## src/rtl/psum_accumulator_pkg.sv

```systemverilog
// psum_accumulator_pkg: widths and FSM encoding shared by the partial-sum accumulator.
package psum_accumulator_pkg;
    localparam int BITS_SIP_DOT_ADDER = 16;
    localparam int BITS_ACC = 32;
    localparam int BITS_PSUM_SHIFT = 4;
    localparam int BITS_PSUM_LEN = 8;
    typedef enum logic {IDLE = 1'b0, ACCUM = 1'b1} state_t;
endpackage

```

## src/rtl/psum_shift_ext.sv

```systemverilog
// psum_shift_ext: sign-extends and shifts a PE partial sum to accumulator width.
// With PSUM_ACC_SAT_EN the shifted term is clamped and o_ovf flags lost significant bits.
module psum_shift_ext
    import psum_accumulator_pkg::*;
#(
    parameter int PSUM_W = BITS_SIP_DOT_ADDER,
    parameter int ACC_W = BITS_ACC,
    parameter int SHIFT_W = BITS_PSUM_SHIFT
) (
    input  logic [PSUM_W-1:0]  i_psum,
    input  logic [SHIFT_W-1:0] i_shift,
`ifdef PSUM_ACC_SAT_EN
    output logic               o_ovf,
`endif
    output logic [ACC_W-1:0]   o_term
);
`ifdef PSUM_ACC_SAT_EN
    localparam int EW = ACC_W + (1 << SHIFT_W);
    logic [EW-1:0] wide;
    always_comb begin
        wide = EW'(signed'(i_psum)) << i_shift;
        // Fits in ACC_W only if every bit above the sign position matches the sign.
        o_ovf = ~(&wide[EW-1:ACC_W-1]) & (|wide[EW-1:ACC_W-1]);
        o_term = o_ovf ? (wide[EW-1] ? {1'b1, {(ACC_W-1){1'b0}}} : {1'b0, {(ACC_W-1){1'b1}}})
                       : wide[ACC_W-1:0];
    end
`else
    always_comb o_term = ACC_W'(signed'(i_psum)) << i_shift;
`endif
endmodule

```

## src/rtl/psum_accumulator.sv

```systemverilog
// psum_accumulator: reduces groups of shifted PE partial sums to one result on a valid/ready port.
// PSUM_ACC_SAT_EN selects saturating accumulation with a per-group sticky overflow flag.
module psum_accumulator
    import psum_accumulator_pkg::*;
#(
    parameter int PSUM_W = BITS_SIP_DOT_ADDER,
    parameter int ACC_W = BITS_ACC,
    parameter int SHIFT_W = BITS_PSUM_SHIFT,
    parameter int LEN_W = BITS_PSUM_LEN
) (
    input  logic               CLK,
    input  logic               RST,
    input  logic               i_Valid,
    output logic               o_InReady,
    input  logic [PSUM_W-1:0]  i_PSUM,
    input  logic [SHIFT_W-1:0] i_Shift,
    input  logic [LEN_W-1:0]   i_Len,
    output logic               o_Valid,
    input  logic               i_OutReady,
    output logic [ACC_W-1:0]   o_Result,
    output logic               o_Ovf,
    output logic               o_Busy
);
    state_t state_q, state_d;
    logic [ACC_W-1:0] acc_q, acc_d, result_q, result_d, term, base, sum;
    logic [LEN_W-1:0] cnt_q, cnt_d, len_q, len_d, len_eff;
    logic valid_q, valid_d, accept, first, last;

`ifdef PSUM_ACC_SAT_EN
    localparam logic [ACC_W-1:0] ACC_MAX = {1'b0, {(ACC_W-1){1'b1}}};
    localparam logic [ACC_W-1:0] ACC_MIN = {1'b1, {(ACC_W-1){1'b0}}};
    logic [ACC_W:0] sum_w;
    logic term_ovf, sum_ovf, grp_ovf, govf_q, govf_d, rovf_q, rovf_d;
    psum_shift_ext #(.PSUM_W(PSUM_W), .ACC_W(ACC_W), .SHIFT_W(SHIFT_W)) u_ext (
        .i_psum(i_PSUM), .i_shift(i_Shift), .o_ovf(term_ovf), .o_term(term)
    );
`else
    psum_shift_ext #(.PSUM_W(PSUM_W), .ACC_W(ACC_W), .SHIFT_W(SHIFT_W)) u_ext (
        .i_psum(i_PSUM), .i_shift(i_Shift), .o_term(term)
    );
`endif

    assign o_InReady = ~valid_q | i_OutReady;
    assign o_Valid = valid_q;
    assign o_Result = result_q;
    assign o_Busy = state_q == ACCUM;

    always_comb begin
        accept = i_Valid & o_InReady;
        first = state_q == IDLE;
        base = first ? '0 : acc_q;
        len_eff = first ? ((i_Len == '0) ? LEN_W'(1) : i_Len) : len_q;
        last = first ? (len_eff == LEN_W'(1)) : (cnt_q == len_q - LEN_W'(1));
`ifdef PSUM_ACC_SAT_EN
        sum_w = {base[ACC_W-1], base} + {term[ACC_W-1], term};
        sum_ovf = sum_w[ACC_W] ^ sum_w[ACC_W-1];
        sum = sum_ovf ? (sum_w[ACC_W] ? ACC_MIN : ACC_MAX) : sum_w[ACC_W-1:0];
        grp_ovf = (~first & govf_q) | term_ovf | sum_ovf;
        govf_d = govf_q;
        rovf_d = rovf_q;
`else
        sum = base + term;
`endif
        state_d = state_q;
        acc_d = acc_q;
        cnt_d = cnt_q;
        len_d = len_q;
        result_d = result_q;
        valid_d = valid_q & ~i_OutReady;
        if (accept && last) begin
            result_d = sum;
            valid_d = 1'b1;
            acc_d = '0;
            cnt_d = '0;
            state_d = IDLE;
`ifdef PSUM_ACC_SAT_EN
            rovf_d = grp_ovf;
            govf_d = 1'b0;
`endif
        end else if (accept) begin
            acc_d = sum;
            cnt_d = cnt_q + LEN_W'(1);
            len_d = len_eff;
            state_d = ACCUM;
`ifdef PSUM_ACC_SAT_EN
            govf_d = grp_ovf;
`endif
        end
    end

    always_ff @(posedge CLK) begin
        if (RST) begin
            state_q <= IDLE;
            acc_q <= '0;
            cnt_q <= '0;
            len_q <= '0;
            result_q <= '0;
            valid_q <= 1'b0;
        end else begin
            state_q <= state_d;
            acc_q <= acc_d;
            cnt_q <= cnt_d;
            len_q <= len_d;
            result_q <= result_d;
            valid_q <= valid_d;
        end
    end

`ifdef PSUM_ACC_SAT_EN
    always_ff @(posedge CLK) begin
        if (RST) begin
            govf_q <= 1'b0;
            rovf_q <= 1'b0;
        end else begin
            govf_q <= govf_d;
            rovf_q <= rovf_d;
        end
    end
    assign o_Ovf = rovf_q;
`else
    assign o_Ovf = 1'b0;
`endif
endmodule

```

## config.mk

```make
export PLATFORM = sky130hd
export DESIGN_NAME = psum_accumulator
export DESIGN_NICKNAME = d
export VERILOG_FILES = /design/src/rtl/psum_accumulator_pkg.sv /design/src/rtl/psum_shift_ext.sv /design/src/rtl/psum_accumulator.sv
export SDC_FILE = /design/constraint.sdc
export NUM_CORES = 1
export LEC_CHECK = 0
export CAP_MARGIN = 20
export CORE_MARGIN = 8
export CORE_UTILIZATION = 27
export DETAILED_ROUTE_END_ITERATION = 7
export GPL_TIMING_DRIVEN = 0
export PLACE_DENSITY = 0.47
export SLEW_MARGIN = 25
export SYNTH_ARGS = -nofsm -noshare
export SYNTH_HDL_FRONTEND = slang
export SYNTH_SLANG_ARGS = --single-unit
```

## constraint.sdc

```tcl
create_clock -name CLK -period 7.4 [get_ports CLK]
set_input_delay 1.11 -clock CLK [delete_from_list [all_inputs] [get_ports CLK]]
set_output_delay 1.11 -clock CLK [all_outputs]
set_load 0.005 [all_outputs]
```

==> impl_metrics.toml, run 1 <==
[run_status]
result_of_the_run = "complete, no violations"

[worst_setup_path]
timing.critical_path.arrival_ps = 5260
r2r_setup_slack_ps = 3780
critPathMaxFanout = 10
timing.rr.start = "o_Busy$_SDFFE_PP0P_"
timing_worst_setup_path_type = "input pin to flip-flop"
timing.critical_path.required_ps = 7680
cp-end-kind = "flip-flop"
worstSetupStartpointType = "input pin"
critPathLaunch = "i_Shift[0]"

[logic_synthesis]
ys.warnings.count = 0
synth_flop_cell = "sky130_fd_sc_hd__dfxtp_1"
synth_cell_types = 71
synthTopCellsByArea = "sky130_fd_sc_hd__dfxtp_1 (28%), sky130_fd_sc_hd__nand2_1 (9.4%), sky130_fd_sc_hd__a21oi_1 (8.9%), sky130_fd_sc_hd__ha_1 (7.0%), sky130_fd_sc_hd__mux2i_1 (5.1%)"
ys_seq_elements = 82
synth-edff-count = 0
syn_avg_cell_area_um2 = 7.55
synth_async_sr_flop_share_pct = 0
yosysSeqAreaShare_pct = 27.6
synth_largest_type_area_fraction_pct = 27.6
post_synth_design_cell_area_mm2 = 0.00594
syn-num-nets = 853
syn-instance-count = 787
synth_area_leader_cell = "sky130_fd_sc_hd__dfxtp_1"

[layout]
antenna_cells = 0
area_growth_pct = 21.5
fillCellCount = 2346
num-nets-final = 926
mostFrequentLayoutCells = "sky130_fd_sc_hd__nand2_1 (149), sky130_fd_sc_hd__a21oi_1 (106), sky130_fd_sc_hd__dfxtp_1 (82), sky130_fd_sc_hd__clkdlybuf4s50_1 (62), sky130_fd_sc_hd__nor2_1 (42)"
share_of_layout_cells_above_drive_strength_1_pct = 4.86
layout.cells.most_common = "sky130_fd_sc_hd__nand2_1"
fin_util_pct = 33.3

[route]
detailroute.wirelength.met3_um = 825
detail_route.wl_per_cell_um = 16.3
routed.top_layer = "met4"
drt_met1_wl_mm = 9.84
initialDrtViolationCount = 304
met2_wirelength_mm = 7.82
vias = 5674
drt-pass1-iter-count = 5
postRouteWirelength_mm = 18.7
drc = 0
viasPerCell = 4.96
ant_nets_after_route = 0

[global_routing]
antenna_found_initial = 0
wire_length_of_the_first_global_routing_pass_mm = 30.5
grt_start_max_net_pins = 15
globalRoute.totalOverflow = 0
grt_pass1_vias = 5690
track_usage_pct = 14.1

[cts]
ctsHoldBuffers = 0
clk_pin_slew_worst_paths_ps = 70
cts-htree-levels = 3
insertion_delay_ps = 340
cts_root_buf = "sky130_fd_sc_hd__clkbuf_16"
clock_path_buffers = 2
post_cts_resize_count = 0
numCtsBuffers = 9
cts_num_sinks = 82
tritoncts = "done"
cts_setup_buffers = 0

[floorplanning]
top_level_ports = 68
design.die.area_mm2 = 0.0270
die_x_um = 164
fp.coreArea_mm2 = 0.0217
fp-row-count = 54
die_ht_um = 164
floorplan.initialDensity_pct = 27.4

[run]
max_cap_viol_count = 0

[timing]
finalMaxSlewViolations = 0
final-hold-violation-count = 0
hold-worst-slack_ps = 451
setup_viol_count_final = 0
fmax_mhz = 201
timing.final.crit_share_pct = 67.2
fin_crit_ps = 4980
totalNegativeSetupSlack_ps = 0
timing.clock.skew_ps = 7.16
grt_setup_unrepaired = "no"
maxSlewHeadroom_pct = 38.8
worst_slew_pin_slew_ps = 910

[placed_design]
dp_hpwl_mm = 15.0
placer_congestion = 0.836
numPortBuffers = 62

[power_and_ir_drop]
total_power_uw = 1250
leakagePower_uw = 0.00287
ir_drop_mv = 0.0955
power_density_mw_per_mm2 = 173

[min_path]
min-delay-start = "acc_q[6]$_SDFFE_PP0P_"
worstHoldPathType = "flip-flop to flip-flop"
## power breakdown
group / leakage [uW] / internal [uW] / switching (uW) / total (uW)
registers: 0.000667 / 460 / 13.2 / 474
logic: 0.00205 / 120 / 192 / 312
clock network: 0.000149 / 272 / 194 / 465
total: 0.00287 / 852 / 399 / 1250
## routing by layer
layer  global-route usage [%]  vias up
met3                     2.56       18
met5                        0        -
met1                     20.1     2623
met4                     3.76        0
met2                     21.2       96
li1                         -     2937
## sequential cells by signal, summed over array words and instances (netlist names)
| register | cells |
|---|---|
| len_q | 8 |
| cnt_q | 8 |
| o_Busy | 1 |
| acc_q | 32 |
| o_Result | 32 |
| o_Valid | 1 |
## through the flow
step,cell area (um^2),cells,setup WS [ps]
floorplan,5940,787,2870
CTS,7210,1145,2450
finish,7210,1145,2420
global route,7210,1145,1980
detailed placement,6910,1129,2080
global placement,6910,1129,2080
## cell type report
type / count / area, um^2 / share of cell area (%)
inverters: 14 / 52.6 / 0.729
clock buffers: 10 / 239 / 3.31
flip-flops and latches: 82 / 1640 / 22.8
clock inverters: 6 / 65.1 / 0.902
well taps: 280 / 350 / 4.86
plain buffers: 47 / 194 / 2.69
multi-input cells: 644 / 4050 / 56.1
repair buffers: 62 / 621 / 8.60
## cells in the mapped netlist, drive strengths merged (9+ instances only)
cell,instances
a211oi,15
a21o,9
a21oi,106
and2,37
clkbuf,39
dfxtp,82
ha,33
inv,13
mux2i,30
nand2,149
nand2b,10
nand3,18
nor2,43
nor3,13
o21ai,26
xnor2,18
xor2,25
## cells by family (layout without fill, tap and decap cells)
family | after synthesis | count (layout) | synth area share [%]
flops | 82 | 82 | 27.6
xor+xnor | 43 | 43 | 6.47
other cells | 1 | 1 | 0.0632
fa+ha+maj | 34 | 34 | 7.29
simple gates | 314 | 314 | 25.0
compound gates | 216 | 216 | 22.8
mux | 36 | 36 | 6.57
buf+inv | 61 | 139 | 4.15
## worst max-delay path, stage by stage
cell	delay, ps
sky130_fd_sc_hd__clkbuf_1	300
sky130_fd_sc_hd__clkbuf_1	480
sky130_fd_sc_hd__mux2i_1	430
sky130_fd_sc_hd__nand2_1	90
sky130_fd_sc_hd__o21ai_0	190
sky130_fd_sc_hd__nor2_1	70
sky130_fd_sc_hd__a21oi_1	250
sky130_fd_sc_hd__nor2_1	120
sky130_fd_sc_hd__ha_1	400
sky130_fd_sc_hd__o21a_1	160
sky130_fd_sc_hd__o2111a_1	240
sky130_fd_sc_hd__a22oi_2	290
sky130_fd_sc_hd__nor3_1	150
sky130_fd_sc_hd__o21ai_0	280
sky130_fd_sc_hd__a31oi_1	220
sky130_fd_sc_hd__or3_1	390
sky130_fd_sc_hd__nand3_1	80
## final timing paths
check | end | cells past startpoint
min reg2reg | acc_q[6]$_SDFFE_PP0P_ | 2
max reg2reg | acc_q[30]$_SDFFE_PP0P_ | 12
max | acc_q[30]$_SDFFE_PP0P_ | 17
min | acc_q[6]$_SDFFE_PP0P_ | 2
(Power assumes the default switching activity.)
==> run 2: changes to the inputs <==
PLACE_DENSITY = 0.49   (was 0.47)
clock period = 4.18 ns   (was 7.4 ns; I/O delays follow)
==> run 2 against run 1 <==
- flip-flop and latch count did not move
- register-to-register slack got worse by 3200 ps
- first-iteration DRC count rose by 26%
- critical endpoint unchanged
==> impl_metrics.toml, run 2 (synthesis gave the netlist of run 1 again) <==
[run_status]
result_of_the_run = "complete, no violations"

[timing]
setup_slack_ps = 198
finalMaxSlewViolations = 0
timing.clock.skew_ps = 9.03
timing.final.crit_share_pct = 95.3
fin_crit_ps = 3980
grt_setup_unrepaired = "no"
final-hold-violation-count = 0
totalNegativeSetupSlack_ps = 0
maxSlewHeadroom_pct = 57.6
setup_viol_count_final = 0
worst_slew_pin_slew_ps = 631
fmax_mhz = 251

[layout]
fillCellCount = 2325
footprint_of_the_multi_input_gates_mm2 = 0.00410
mostFrequentLayoutCells = "sky130_fd_sc_hd__nand2_1 (149), sky130_fd_sc_hd__a21oi_1 (104), sky130_fd_sc_hd__dfxtp_1 (82), sky130_fd_sc_hd__clkdlybuf4s50_1 (62), sky130_fd_sc_hd__nor2_1 (42)"
post-route-cell-area_mm2 = 0.00731
layout.cells.most_common = "sky130_fd_sc_hd__nand2_1"
antenna_cells = 0
area_growth_pct = 23.1
share_of_layout_cells_above_drive_strength_1_pct = 6.37
sequential_cell_area_mm2 = 0.00164
num-nets-final = 925

[worst_setup_path]
crit-reg2reg-capture = "acc_q[30]$_SDFFE_PP0P_"
slowest_stage = "sky130_fd_sc_hd__ha_1"
crit_path_frequent_cell = "sky130_fd_sc_hd__nor2_1"
sum_of_buffers_and_inverters_on_the_critical_path = 2
critPathLaunch = "i_Shift[0]"
timing_worst_setup_path_type = "input pin to flip-flop"
crit_path_cell_trace = "clkbuf_2 -> buf_4 -> mux2i_1 -> nor2_1 -> a31oi_2 -> nor2_1 -> a21oi_1 -> nor2_1 -> ha_1 -> o21a_1 -> o2111a_1 -> a22oi_2 -> nor3_1 -> o21ai_0 -> a31oi_1 -> or3_1 -> nand3_1"
worst_r2r_path_cells = 12
cp-endpoint = "acc_q[30]$_SDFFE_PP0P_"
cp_top_family = "compound AO/OA/AOI/OAI gates"
timing.rr.start = "o_Busy$_SDFFE_PP0P_"
cp-end-kind = "flip-flop"
critical_path_cell_count = 17
critPathMaxFanout = 10
timing.critical_path.arrival_ps = 4270
worstSetupStartpointType = "input pin"
timing.critical_path.required_ps = 4470
r2r_setup_slack_ps = 540
max_stage_delay_ps = 400

[route]
drt-pass1-iter-count = 5
detailroute.wirelength.met3_um = 845
routed.top_layer = "met4"
ant_nets_after_route = 0
initialDrtViolationCount = 383
drt_met1_wl_mm = 9.59
viasPerCell = 4.94
drc = 0
postRouteWirelength_mm = 18.5
detail_route.wl_per_cell_um = 16.1
vias = 5653
met2_wirelength_mm = 7.76

[floorplanning]
die_ht_um = 164
fp-row-count = 54
fp.coreArea_mm2 = 0.0217
die_x_um = 164
top_level_ports = 68
floorplan.initialDensity_pct = 27.4
design.die.area_mm2 = 0.0270

[placed_design]
numPortBuffers = 62
placer_congestion = 0.836
dp_hpwl_mm = 14.7
placement.setup.worst_slack_ps = -609
place_area_mm2 = 0.00691

[power_and_ir_drop]
power_density_mw_per_mm2 = 320
leakagePower_uw = 0.00290
ir_drop_mv = 0.146

[cts]
cts_num_sinks = 82
tritoncts = "done"
cts_root_buf = "sky130_fd_sc_hd__clkbuf_16"
numCtsBuffers = 9
insertion_delay_ps = 340
clock_path_buffers = 2
clk_pin_slew_worst_paths_ps = 70
cts-htree-levels = 3

[global_routing]
track_usage_pct = 13.6
wire_length_of_the_first_global_routing_pass_mm = 29.5
globalRoute.totalOverflow = 0
grt_pass1_vias = 5511
antenna_found_initial = 0
grt_start_max_net_pins = 16

[min_path]
worstHoldPathType = "flip-flop to flip-flop"

[run]
max_cap_viol_count = 0
## run 2: changes by cell type in the layout (fill, tap and decap cells not counted), moves of 2 or more
cell / change
sky130_fd_sc_hd__clkbuf_2: +5
sky130_fd_sc_hd__o21ai_0: -3
sky130_fd_sc_hd__a21oi_1: -2
sky130_fd_sc_hd__clkbuf_1: -7
sky130_fd_sc_hd__o21ai_1: +3
sky130_fd_sc_hd__clkinv_2: -2
sky130_fd_sc_hd__a21oi_2: +2
sky130_fd_sc_hd__bufinv_16: +2
## run 2: power breakdown
group	leakage (uW)	internal, uW	switching (uW)
Sequential	0.000667	815	23.2
Combinational	0.00207	217	344
Clock	0.000164	591	353
Total	0.00290	1620	720
## run 2: area by class of cell
cell class | count | area share, %
multi-input combinational | 644 | 56.0
sequential | 82 | 22.5
timing repair buffer | 62 | 8.49
tap | 280 | 4.79
clock buffer | 9 | 3.08
buffer | 46 | 2.74
clock inverter | 7 | 1.71
inverter | 14 | 0.719
## run 2: timing repair
item | 4_1_cts | 5_1_grt
endpoints found under the setup margin | 25 | 19
hold buffers | 0 | 0
pin swaps | 0 | 1
setup buffers | 0 | 0
resized for setup | 6 | 15
## run 2: how the worst min path moves through the flow
stage | start | end | slack [ps] | depth (start not counted)
5_1_grt | acc_q[15]$_SDFFE_PP0P_ | acc_q[15]$_SDFFE_PP0P_ | 470 | 2
4_1_cts | acc_q[0]$_SDFFE_PP0P_ | acc_q[0]$_SDFFE_PP0P_ | 450 | 2
6_report | o_Result[9]$_SDFFE_PP0P_ | o_Result[9]$_SDFFE_PP0P_ | 450 | 2
2_1_floorplan | acc_q[15]$_SDFFE_PP0P_ | acc_q[15]$_SDFFE_PP0P_ | 430 | 2
3_3_place_gp | acc_q[15]$_SDFFE_PP0P_ | acc_q[15]$_SDFFE_PP0P_ | 440 | 2
3_5_place_dp | o_Result[7]$_SDFFE_PP0P_ | o_Result[7]$_SDFFE_PP0P_ | 440 | 2
## run 2: metrics by stage
step / cells / power, uW / hold slack (ps) / util, %
6_report: 1144 / 2340 / 449 / 33.7
5_1_grt: 1144 / 2460 / 468 / 33.7
4_1_cts: 1145 / 2370 / 453 / 33.5
3_5_place_dp: 1129 / 1410 / 444 / 31.9
3_3_place_gp: 1129 / 1410 / 437 / 31.9
2_1_floorplan: 787 / 1240 / 427 / -
## run 2: worst reg2reg max path, cell delays in order, from the launching register on
cell	delay, ps
sky130_fd_sc_hd__dfxtp_1	330
sky130_fd_sc_hd__clkbuf_1	430
sky130_fd_sc_hd__clkbuf_1	410
sky130_fd_sc_hd__and2_1	200
sky130_fd_sc_hd__ha_1	280
sky130_fd_sc_hd__a211oi_1	300
sky130_fd_sc_hd__o211ai_1	180
sky130_fd_sc_hd__a22oi_2	310
sky130_fd_sc_hd__nor3_1	140
sky130_fd_sc_hd__o21ai_0	310
sky130_fd_sc_hd__a31oi_1	220
sky130_fd_sc_hd__or3_1	380
sky130_fd_sc_hd__nand3_1	80
## run 2: layer usage
metal | vias to the layer above | GRT usage, %
li1 | 2932 | -
met1 | 2584 | 19.4
met2 | 119 | 20.3
met3 | 18 | 2.61
met4 | 0 | 3.80
met5 | - | 0
